==> src/rtl/alu_pkg.sv <==
// Shared definitions for the ALU controller: data/field widths, opcode and
// FSM state encodings, instruction layout and opcode classification helpers.
package alu_pkg;

  localparam int DATA_W  = 8;
  localparam int OPC_W   = 4;
  localparam int REG_W   = 3;
  localparam int INSTR_W = OPC_W + 2 * REG_W;

  typedef enum logic [OPC_W-1:0] {
    OP_ADD  = 4'b0000,
    OP_SHL  = 4'b0001,
    OP_SHR  = 4'b0010,
    OP_SUB  = 4'b0011,
    OP_AND  = 4'b0100,
    OP_OR   = 4'b0101,
    OP_ADDI = 4'b0110,
    OP_MOV  = 4'b0111,
    OP_BNE  = 4'b1000,
    OP_BEQ  = 4'b1001,
    OP_MOVI = 4'b1010,
    OP_CMP  = 4'b1101,
    OP_NOP  = 4'b1111
  } opcode_e;

  typedef enum logic [1:0] {
    ST_IDLE = 2'd0,
    ST_EXEC = 2'd1,
    ST_WB   = 2'd2
  } ctrl_state_e;

  // [9:6] opcode, [5:3] rd, [2:0] rs or imm3
  typedef struct packed {
    logic [OPC_W-1:0] opcode;
    logic [REG_W-1:0] rd;
    logic [REG_W-1:0] rs;
  } instr_t;

  // 1011, 1100 and 1110 have no defined behaviour
  function automatic logic op_is_legal(input logic [OPC_W-1:0] op);
    logic legal;
    case (op)
      4'b1011, 4'b1100, 4'b1110: legal = 1'b0;
      default:                   legal = 1'b1;
    endcase
    return legal;
  endfunction

  // Opcodes whose result lands in R[rd]
  function automatic logic op_writes(input logic [OPC_W-1:0] op);
    return (op <= 4'b0111) || (op == OP_MOVI);
  endfunction

  // Writers plus CMP refresh the zero/parity/equal flags
  function automatic logic op_sets_flags(input logic [OPC_W-1:0] op);
    return op_writes(op) || (op == OP_CMP);
  endfunction

  // Only the shifts consume and produce the carry
  function automatic logic op_is_shift(input logic [OPC_W-1:0] op);
    return (op == OP_SHL) || (op == OP_SHR);
  endfunction

  function automatic logic op_is_branch(input logic [OPC_W-1:0] op);
    return (op == OP_BEQ) || (op == OP_BNE);
  endfunction

endpackage

==> src/rtl/alu_ctrl_if.sv <==
// Instruction handshake plus ALU drive/response bundle for alu_ctrl.
// master: instruction issuer and ALU side; slave: the controller.
interface alu_ctrl_if;
  import alu_pkg::*;

  logic               instr_valid;
  logic [INSTR_W-1:0] instr;
  logic               instr_ready;

  logic [OPC_W-1:0]   alu_cmd;
  logic [DATA_W-1:0]  alu_inA;
  logic [DATA_W-1:0]  alu_inB;
  logic               alu_sc_i;

  logic [DATA_W-1:0]  alu_rslt;
  logic               alu_sc_o;
  logic               alu_pari;
  logic               alu_zero;
  logic               alu_equal;

  modport master (
    output instr_valid, instr,
    output alu_rslt, alu_sc_o, alu_pari, alu_zero, alu_equal,
    input  instr_ready,
    input  alu_cmd, alu_inA, alu_inB, alu_sc_i
  );

  modport slave (
    input  instr_valid, instr,
    input  alu_rslt, alu_sc_o, alu_pari, alu_zero, alu_equal,
    output instr_ready,
    output alu_cmd, alu_inA, alu_inB, alu_sc_i
  );

endinterface

==> src/rtl/alu_ctrl_reg_file.sv <==
// reg_file: NREGS x DATA_W register file, async reset, one write port, two
// operand read ports and a debug tap. Reads are combinational; addresses at
// or beyond NREGS read as zero and are never written.
module reg_file #(
  parameter int NREGS  = 8,
  parameter int DATA_W = 8,
  parameter int ADDR_W = 3
) (
  input  logic              clk,
  input  logic              rst_n,
  input  logic              we,
  input  logic [ADDR_W-1:0] waddr,
  input  logic [DATA_W-1:0] wdata,
  input  logic [ADDR_W-1:0] raddr_a,
  input  logic [ADDR_W-1:0] raddr_b,
  input  logic [ADDR_W-1:0] dbg_addr,
  output logic [DATA_W-1:0] rdata_a,
  output logic [DATA_W-1:0] rdata_b,
  output logic [DATA_W-1:0] dbg_data
);

  localparam int IDX_W = (NREGS > 1) ? $clog2(NREGS) : 1;

  logic [DATA_W-1:0] mem [NREGS];

  generate
    for (genvar gi = 0; gi < NREGS; gi++) begin : g_reg
      localparam logic [ADDR_W-1:0] MY_ADDR = ADDR_W'(gi);
      logic [DATA_W-1:0] q_reg;

      // One storage register per entry, loaded when addressed by the write port
      always_ff @(posedge clk or negedge rst_n) begin
        if (!rst_n) begin
          q_reg <= '0;
        end else if (we && (waddr == MY_ADDR)) begin
          q_reg <= wdata;
        end
      end

      assign mem[gi] = q_reg;
    end
  endgenerate

  assign rdata_a  = (int'(raddr_a)  < NREGS) ? mem[raddr_a[IDX_W-1:0]]  : '0;
  assign rdata_b  = (int'(raddr_b)  < NREGS) ? mem[raddr_b[IDX_W-1:0]]  : '0;
  assign dbg_data = (int'(dbg_addr) < NREGS) ? mem[dbg_addr[IDX_W-1:0]] : '0;

endmodule

==> src/rtl/alu_ctrl.sv <==
// alu_ctrl: three-state (IDLE/EXEC/WB) sequencer around an external
// combinational ALU. Latches one instruction, drives the ALU in EXEC,
// captures its response, then writes back and updates flags in WB.
// Optional build macro ALU_CTRL_TRAP_EN: illegal opcodes raise a sticky trap
// that blocks further instructions until reset; without it they act as NOP.
module alu_ctrl
  import alu_pkg::*;
#(
  parameter int NREGS = 8
) (
  input  logic              clk,
  input  logic              rst_n,
  alu_ctrl_if.slave         bus,
  output logic              done,
  output logic              br_valid,
  output logic              br_taken,
  output logic              eq_flag,
  output logic              zero_flag,
  output logic              pari_flag,
  output logic              carry_flag,
  input  logic [REG_W-1:0]  dbg_addr,
  output logic [DATA_W-1:0] dbg_data,
  output logic              trap
);

  ctrl_state_e state_reg, state_next;
  instr_t      instr_reg;

  // ALU response held from the end of EXEC so WB never sees a live ALU
  logic [DATA_W-1:0] rslt_reg;
  logic              sc_reg, pari_reg, zero_reg, equal_reg;

  logic eq_flag_reg, zero_flag_reg, pari_flag_reg, carry_flag_reg;
  logic trap_reg;

  logic [DATA_W-1:0] rd_data, rs_data, imm_ext;
  logic              wr_en, accept;
  logic              instr_ready_c;
  logic [OPC_W-1:0]  alu_cmd_c;
  logic [DATA_W-1:0] alu_ina_c, alu_inb_c;
  logic              alu_sci_c;

  assign imm_ext = {{(DATA_W-REG_W){1'b0}}, instr_reg.rs};
  assign accept  = (state_reg == ST_IDLE) && bus.instr_valid && instr_ready_c;

  reg_file #(
    .NREGS  (NREGS),
    .DATA_W (DATA_W),
    .ADDR_W (REG_W)
  ) u_reg_file (
    .clk      (clk),
    .rst_n    (rst_n),
    .we       (wr_en),
    .waddr    (instr_reg.rd),
    .wdata    (rslt_reg),
    .raddr_a  (instr_reg.rd),
    .raddr_b  (instr_reg.rs),
    .dbg_addr (dbg_addr),
    .rdata_a  (rd_data),
    .rdata_b  (rs_data),
    .dbg_data (dbg_data)
  );

  // FSM state register
  always_ff @(posedge clk or negedge rst_n) begin
    if (!rst_n) begin
      state_reg <= ST_IDLE;
    end else begin
      state_reg <= state_next;
    end
  end

  // Next state, ALU drive, write enable and completion/branch pulses
  always_comb begin
    state_next    = state_reg;
    instr_ready_c = 1'b0;
    alu_cmd_c     = OP_NOP;
    alu_ina_c     = '0;
    alu_inb_c     = '0;
    alu_sci_c     = 1'b0;
    wr_en         = 1'b0;
    done          = 1'b0;
    br_valid      = 1'b0;
    br_taken      = 1'b0;
    case (state_reg)
      ST_IDLE: begin
        instr_ready_c = !trap_reg;
        if (bus.instr_valid && instr_ready_c) begin
          state_next = ST_EXEC;
        end
      end
      ST_EXEC: begin
        alu_cmd_c = instr_reg.opcode;
        alu_ina_c = rd_data;
        alu_inb_c = rs_data;
        case (instr_reg.opcode)
          OP_MOV:  alu_ina_c = rs_data;
          OP_ADDI: alu_inb_c = imm_ext;
          OP_MOVI: begin
            alu_ina_c = imm_ext;
            alu_inb_c = '0;
          end
          default: ;
        endcase
        if (op_is_shift(instr_reg.opcode)) begin
          alu_sci_c = carry_flag_reg;
        end
        state_next = ST_WB;
      end
      ST_WB: begin
        done  = 1'b1;
        wr_en = op_writes(instr_reg.opcode);
        if (op_is_branch(instr_reg.opcode)) begin
          br_valid = 1'b1;
          br_taken = (instr_reg.opcode == OP_BEQ) ? equal_reg : !equal_reg;
        end
        state_next = ST_IDLE;
      end
      default: state_next = ST_IDLE;
    endcase
  end

  // Latch the instruction on the handshake so the issuer may change it afterwards
  always_ff @(posedge clk or negedge rst_n) begin
    if (!rst_n) begin
      instr_reg <= '0;
    end else if (accept) begin
      instr_reg <= bus.instr;
    end
  end

  // Capture the combinational ALU response at the end of EXEC
  always_ff @(posedge clk or negedge rst_n) begin
    if (!rst_n) begin
      rslt_reg  <= '0;
      sc_reg    <= 1'b0;
      pari_reg  <= 1'b0;
      zero_reg  <= 1'b0;
      equal_reg <= 1'b0;
    end else if (state_reg == ST_EXEC) begin
      rslt_reg  <= bus.alu_rslt;
      sc_reg    <= bus.alu_sc_o;
      pari_reg  <= bus.alu_pari;
      zero_reg  <= bus.alu_zero;
      equal_reg <= bus.alu_equal;
    end
  end

  // Status flags follow the captured response at the end of WB
  always_ff @(posedge clk or negedge rst_n) begin
    if (!rst_n) begin
      eq_flag_reg    <= 1'b0;
      zero_flag_reg  <= 1'b0;
      pari_flag_reg  <= 1'b0;
      carry_flag_reg <= 1'b0;
    end else if (state_reg == ST_WB) begin
      if (op_sets_flags(instr_reg.opcode)) begin
        eq_flag_reg   <= equal_reg;
        zero_flag_reg <= zero_reg;
        pari_flag_reg <= pari_reg;
      end
      if (op_is_shift(instr_reg.opcode)) begin
        carry_flag_reg <= sc_reg;
      end
    end
  end

`ifdef ALU_CTRL_TRAP_EN
  // Sticky trap, raised entering WB of an illegal opcode, cleared only by reset
  always_ff @(posedge clk or negedge rst_n) begin
    if (!rst_n) begin
      trap_reg <= 1'b0;
    end else if ((state_reg == ST_EXEC) && !op_is_legal(instr_reg.opcode)) begin
      trap_reg <= 1'b1;
    end
  end
`else
  assign trap_reg = 1'b0;
`endif

  assign bus.instr_ready = instr_ready_c;
  assign bus.alu_cmd     = alu_cmd_c;
  assign bus.alu_inA     = alu_ina_c;
  assign bus.alu_inB     = alu_inb_c;
  assign bus.alu_sc_i    = alu_sci_c;

  assign eq_flag    = eq_flag_reg;
  assign zero_flag  = zero_flag_reg;
  assign pari_flag  = pari_flag_reg;
  assign carry_flag = carry_flag_reg;
  assign trap       = trap_reg;

endmodule

==> src/flat_wrapper.sv <==
// flat-port wrapper written by rule: the top's interface ports become plain ports
module alu_ctrl_flat import alu_pkg::*;
#(
  parameter int NREGS = 8
)
  (clk, rst_n, done, br_valid, br_taken, eq_flag, zero_flag, pari_flag, carry_flag, dbg_addr, dbg_data, trap, bus_instr_valid, bus_instr, bus_alu_rslt, bus_alu_sc_o, bus_alu_pari, bus_alu_zero, bus_alu_equal, bus_instr_ready, bus_alu_cmd, bus_alu_inA, bus_alu_inB, bus_alu_sc_i);
  alu_ctrl_if bus_i ();
  input  logic clk;
  input  logic rst_n;
  output logic done;
  output logic br_valid;
  output logic br_taken;
  output logic eq_flag;
  output logic zero_flag;
  output logic pari_flag;
  output logic carry_flag;
  input  logic [REG_W-1:0] dbg_addr;
  output logic [DATA_W-1:0] dbg_data;
  output logic trap;
  input wire logic [$bits(bus_i.instr_valid)-1:0] bus_instr_valid;
  input wire logic [$bits(bus_i.instr)-1:0] bus_instr;
  input wire logic [$bits(bus_i.alu_rslt)-1:0] bus_alu_rslt;
  input wire logic [$bits(bus_i.alu_sc_o)-1:0] bus_alu_sc_o;
  input wire logic [$bits(bus_i.alu_pari)-1:0] bus_alu_pari;
  input wire logic [$bits(bus_i.alu_zero)-1:0] bus_alu_zero;
  input wire logic [$bits(bus_i.alu_equal)-1:0] bus_alu_equal;
  output wire logic [$bits(bus_i.instr_ready)-1:0] bus_instr_ready;
  output wire logic [$bits(bus_i.alu_cmd)-1:0] bus_alu_cmd;
  output wire logic [$bits(bus_i.alu_inA)-1:0] bus_alu_inA;
  output wire logic [$bits(bus_i.alu_inB)-1:0] bus_alu_inB;
  output wire logic [$bits(bus_i.alu_sc_i)-1:0] bus_alu_sc_i;
  assign bus_i.instr_valid = bus_instr_valid;
  assign bus_i.instr = bus_instr;
  assign bus_i.alu_rslt = bus_alu_rslt;
  assign bus_i.alu_sc_o = bus_alu_sc_o;
  assign bus_i.alu_pari = bus_alu_pari;
  assign bus_i.alu_zero = bus_alu_zero;
  assign bus_i.alu_equal = bus_alu_equal;
  assign bus_instr_ready = bus_i.instr_ready;
  assign bus_alu_cmd = bus_i.alu_cmd;
  assign bus_alu_inA = bus_i.alu_inA;
  assign bus_alu_inB = bus_i.alu_inB;
  assign bus_alu_sc_i = bus_i.alu_sc_i;
  alu_ctrl #(.NREGS(NREGS)) u_core (.clk(clk), .rst_n(rst_n), .bus(bus_i), .done(done), .br_valid(br_valid), .br_taken(br_taken), .eq_flag(eq_flag), .zero_flag(zero_flag), .pari_flag(pari_flag), .carry_flag(carry_flag), .dbg_addr(dbg_addr), .dbg_data(dbg_data), .trap(trap));
endmodule
==> config.mk <==
export PLATFORM = sky130hd
export DESIGN_NAME = alu_ctrl_flat
export DESIGN_NICKNAME = d
export VERILOG_FILES = /design/src/rtl/alu_pkg.sv /design/src/rtl/alu_ctrl_if.sv /design/src/rtl/alu_ctrl_reg_file.sv /design/src/rtl/alu_ctrl.sv /design/src/flat_wrapper.sv
export SDC_FILE = /design/constraint.sdc
export NUM_CORES = 1
export LEC_CHECK = 0
export CELL_PAD_IN_SITES_DETAIL_PLACEMENT = 0
export CELL_PAD_IN_SITES_GLOBAL_PLACEMENT = 1
export CORE_AREA = 2 2 106 108
export CTS_CLUSTER_DIAMETER = 50
export DETAILED_ROUTE_END_ITERATION = 6
export DIE_AREA = 0 0 108 110
export HOLD_SLACK_MARGIN = 0.08
export PLACE_DENSITY_LB_ADDON = 0.1
export SLEW_MARGIN = 5
export SYNTH_ARGS = -nofsm -noshare
export SYNTH_HDL_FRONTEND = slang
export SYNTH_SLANG_ARGS = --single-unit
==> constraint.sdc <==
create_clock -name clk -period 3.8 [get_ports clk]
set_input_delay 0.38 -clock clk [delete_from_list [all_inputs] [get_ports clk]]
set_output_delay 0.38 -clock clk [all_outputs]
set_load 0.01 [all_outputs]
# Word level (Yosys, flattened, before mapping)
# Index checks and enable logic that the tools add are counted.
# W data, S select, Z words.
# op_classes
bitwise	3
order_cmp	4
n_reduce_logical	19
n_mux	26
n_eq_ne	18
# op_table
cell	count
$bmux W8 S3	3
$mux W8	8
$pmux W8 S2	2
$eq A4 B4 Y1 const B	4
$eq A3 B3 Y1 const B	4
$ge A4 B4 Y1 const B	3
$not A3 Y4	3
$logic_and A1 B1 Y1	10
$mux W1	10
$eq A4 B3 Y1 const B	2
$eq A3 B2 Y1 const B	2
$eq A4 B1 Y1 const B	1
$eq A4 B2 Y1 const B	1
$le A4 B3 Y1 const B	1
$logic_or A1 B1 Y1	4
$mux W4	1
$pmux W2 S2	1
$reduce_and A2 Y1	2
$eq A3 B1 Y1 const B	1
$logic_not A3 Y1	1
$eq A2 B1 Y1 const B	1
$eq A2 B2 Y1 const B	1
$logic_not A2 Y1	1
$mux W2	1
other kinds (2)	2
# totals
word_cells	91
reg_bits	92
out_inout_bits	38

# Longest topological paths before layout
# Gate-level depths: netlist of run 1.
# logic_depth
ltp_word	6
depth_mapped	6

# Hierarchy
# Synthesis of run 1 repeated with hierarchy kept, for this count alone.
# hier_totals
cells_unflattened	386
hier_area_um2	5605.4
# modules_own_cells
mod	seq_area_each_um2	cells_each	area_per_inst_um2	instances
reg_file	1601.5	230	4078.9	1
alu_ctrl	700.7	156	1526.5	1

# Least setup slack after synthesis of run 1
# Ideal clock, no wire load.
# synth_path
path_type	input port to output port
from	input dbg_addr[0]
to	output dbg_data[0]
t_required_ps	3420
setup_slack_ps	1513
cell_stages	4
t_arrival_ps	1907
n_path_buf	2
cell_sequence	clkbuf_1 buf_2 mux4_2 mux2_2
# synth_via
elab_chain_cells	4
# synth_lines
item	line_no	source
start, declared	flat_wrapper.sv:17	input logic [REG_W-1:0] dbg_addr;
$not A3 Y4 (not written as such)	alu_ctrl_reg_file.sv:46	assign dbg_data = (int'(dbg_addr) < NREGS) ? mem[dbg_addr[IDX_W-1:0]] : '0;
$bmux W8 S3	alu_ctrl_reg_file.sv:46	
$mux W8 (not written as such) (2 in series)	alu_ctrl_reg_file.sv:46	
end, declared	flat_wrapper.sv:18	output logic [DATA_W-1:0] dbg_data;
# No other way between the ends. The select of a mux whose other input is x is not followed.

# Final worst setup path of run 1
# layout_path
from	register u_core.instr_reg (netlist bit u_core.imm_ext[2])
to	output bus_alu_inA[2]
# layout_via
elab_chain_cells	6
# layout_lines
item	line_no	source
start, declared	alu_ctrl.sv:27	instr_t instr_reg;
start signal, assigned	alu_ctrl.sv:128	instr_reg <= bus.instr;
$not A3 Y4 (not written as such)	alu_ctrl_reg_file.sv:45	assign rdata_b = (int'(raddr_b) < NREGS) ? mem[raddr_b[IDX_W-1:0]] : '0;
$bmux W8 S3	alu_ctrl_reg_file.sv:45	
$mux W8 (not written as such) (2 in series)	alu_ctrl_reg_file.sv:45	
$pmux W8 S2 *	alu_ctrl.sv:96	case (instr_reg.opcode)
$mux W8 *	alu_ctrl.sv:85	case (state_reg)
end, declared	flat_wrapper.sv:29	output wire logic [$bits(bus_i.alu_inA)-1:0] bus_alu_inA;
# Every way passes the cells marked *; elsewhere a longest branch is shown, timed or not. The select of a mux whose other input is x is not followed.

==> results of run 1 <==
-- per-layer routing --
metal / part of all wire / GRT usage
met5: 0 / 0
met4: 0.013 / 0.0623
met2: 0.49 / 0.391
met3: 0.062 / 0.0788
met1: 0.44 / 0.349
-- Yosys cell counts (all sizes together) --
master	number	area (um2)
dfrtp	92	2300
mux2	88	991
mux4	45	1010
nand2	40	150
clkbuf	16	60.1
mux2i	16	160
buf	13	71.3
nor2	13	56.3
nand2b	11	68.8
o22ai	8	50.1
o21ai	6	30.0
a21oi	5	25.0
a211oi	4	30.0
nor3	4	20.0
a221oi	3	26.3
inv	3	11.3
nand3	3	15.0
nor3b	3	33.8
and2	2	12.5
a211o	1	17.5
a31oi	1	6.26
and3	1	6.26
and3b	1	8.76
and4b	1	10.0
clkinv	1	3.75
conb	1	3.75
nand3b	1	11.3
nor2b	1	6.26
nor4	1	6.26
o21a	1	7.51
o21bai	1	7.51
or2	1	6.26
or3b	1	11.3
xnor2	1	8.76
xor2	1	8.76
-- critical path, stage by stage, from the launching register on --
cell	delay, ps
dfrtp_1	850
mux4_2	400
mux2_2	320
a221oi_1	320
nor3_1	100
clkdlybuf4s50_1	490
-- metrics by stage --
step                      utilization  worst slack (ps)
after floorplan                     -              1510
after global placement          0.562               904
after detailed placement        0.562               922
after CTS                       0.580               535
after global routing            0.580               393
final                           0.580               563
-- logic make-up after synthesis --
group | count (synthesis)
other | 1
flip-flops | 92
AO/OA/AOI/OAI | 30
AND/OR/NAND/NOR | 84
XOR/XNOR | 2
multiplexers | 149
buffers and inverters | 33
-- report_power, final --
part | total (mW) | switching [mW] | internal [mW]
combinational | 1.62 | 0.547 | 1.07
clock | 0.682 | 0.361 | 0.320
sequential | 1.90 | 0.537 | 1.37
total | 4.21 | 1.44 | 2.76
-- area by class of cell --
class | instances | area, um2 | share of cell area
Multi-Input combinational cell | 266 | 2810 | 0.452
Sequential cell | 92 | 2300 | 0.371
Timing Repair Buffer | 73 | 706 | 0.114
Tap cell | 140 | 175 | 0.0282
Clock buffer | 10 | 138 | 0.0222
Clock inverter | 6 | 63.8 | 0.0103
Inverter | 4 | 15.0 | 0.00242
-- worst min path at each step --
stage	end	from	depth (start not counted)	slack (ps)
final	u_core.rslt_reg[0]$_DFFE_PN0P_	rst_n	1	140
after global routing	u_core.u_reg_file.g_reg[4].q_reg[0]$_DFFE_PN0P_	rst_n	1	240
after CTS	u_core.u_reg_file.g_reg[4].q_reg[5]$_DFFE_PN0P_	rst_n	1	210
after detailed placement	u_core.sc_reg$_DFFE_PN0P_	u_core.sc_reg$_DFFE_PN0P_	2	460
after global placement	u_core.zero_reg$_DFFE_PN0P_	u_core.zero_reg$_DFFE_PN0P_	2	460
after floorplan	u_core.carry_flag$_DFFE_PN0P_	rst_n	0	80
==> out/qor.yml, run 1 <==
status: "finished, final reports clean"
largest_register_ffs: 64
synth-seq-cells: 92
maxCapViolations: 0
die_area_um2: 11900
cts_hold_buf: 0
synth_top_family_by_area: "multiplexers"
p_leak_nw: 2.64
reg2reg_depth: 4
startpoint_type: "flop"
synthAdderAreaFrac: 0
power.total_mw: 4.21
cts_tree: "yes"
cts_made_buffers: 9
fin_crit_ps: 3240
area_growth_pct: 18.1
drive_gt1_frac: 0.370
cts_root_buf: "clkbuf_8"
drv_slew: 0
fp.dieH_um: 110
max_freq_mhz: 309
fin_crit_sh: 0.852
rsz0062_at_grt: "no"
placed_cells: 575
cts_max_path_buffers: 2
tightest_slew_ps: 1020
wl_um: 13700
dieWidth_um: 108
critPathRequiredTime_ps: 3420
wl_per_cell_um: 23.1
syn_inst: 391
end_kind: "output pin"
grt_pass1_vias: 3592
slew_headroom: 0.321
synth_compound_area_frac: 0.0381
syn_area_um2: 5260
syn_nets: 419
worstSetupPathType: "reg -> out"
hold_viol: 0
post_cts.repair.setup_buffers: 0
path_clk_slew_ps: 90
final_cell_mix: "dfrtp_1 (92), mux2_2 (88), clkdlybuf4s50_1 (63), mux4_2 (45), nand2_1 (40)"
r2r_setup_slack_ps: 1160
cts_resized: 0
initial_utilization: 0.491
synthSimpleGateAreaFrac: 0.0804
stdcell_area_um2: 6210
hp-class: "in -> async"
reg2reg_from: "u_core.instr_reg[4]$_DFFE_PN0P_"
final_common_cell: "dfrtp_1"
hpwl_um: 8870
drc: 0
syn_area_per_cell_um2: 13.4
grt_usage: 0.252
grt_start_max_net_pins: 81
cellPowerDensity_nw_per_um2: 678
setup_violations: 0
first_iter_violations: 183
antenna_cells: 0
crit_fanout: 14
hold-worst-slack_ps: 141
fin_cells: 591
crit_path_start: "u_core.imm_ext[2]$_DFFE_PN0P_"
synth_xor_area_frac: 0.00333
h-tree-depth: 3
vias: 3558
crit-reg2reg-capture: "u_core.u_reg_file.g_reg[3].q_reg[5]$_DFFE_PN0P_"
yosys-mux-area-fraction: 0.412
fin_skew_ps: 5.93
synth_cell_types: 40
seq_area_frac_synth: 0.438
gp_congestion: 0.788
io-pin-count: 66
dr.pass1.iters: 6
grt_remaining_overflow: 0
place_area_um2: 6010
row_count: 38
nFillCells: 881
yosysWarnings: 0
detail-route-antenna-nets: 0
via_per_inst: 6.02
tns_ps: 0
worstSetupEndpoint: "bus_alu_inA[2]"
ir_drop_mv: 0.432
clk_latency_ps: 380
cts_sinks: 92
grt_pass1_wl_um: 21500
final_nets: 474
antenna_found_initial: 0
numPortBuffers: 64
critical_path_arrival_ps: 2860
core_um2: 10700
Note: power is estimated with default switching activity, not from simulation.
==> run 2, diff against run 1 <==
--- a/config.mk
+++ b/config.mk
@@ -13,6 +13,7 @@
 export DIE_AREA = 0 0 108 110
 export HOLD_SLACK_MARGIN = 0.08
 export PLACE_DENSITY_LB_ADDON = 0.1
+export SETUP_SLACK_MARGIN = 0.02
 export SLEW_MARGIN = 5
 export SYNTH_ARGS = -nofsm -noshare
 export SYNTH_HDL_FRONTEND = slang
==> results of run 2 <==
The final DEF is identical to that of run 1; final timing and power are the same.
==> run 3, diff against run 2 <==
--- a/config.mk
+++ b/config.mk
@@ -5,6 +5,7 @@
 export SDC_FILE = /design/constraint.sdc
 export NUM_CORES = 1
 export LEC_CHECK = 0
+export ABC_CLOCK_PERIOD_IN_PS = 3800
 export CELL_PAD_IN_SITES_DETAIL_PLACEMENT = 0
 export CELL_PAD_IN_SITES_GLOBAL_PLACEMENT = 1
 export CORE_AREA = 2 2 106 108
==> results of run 3 <==
The final DEF is identical to that of run 1; final timing and power are the same.
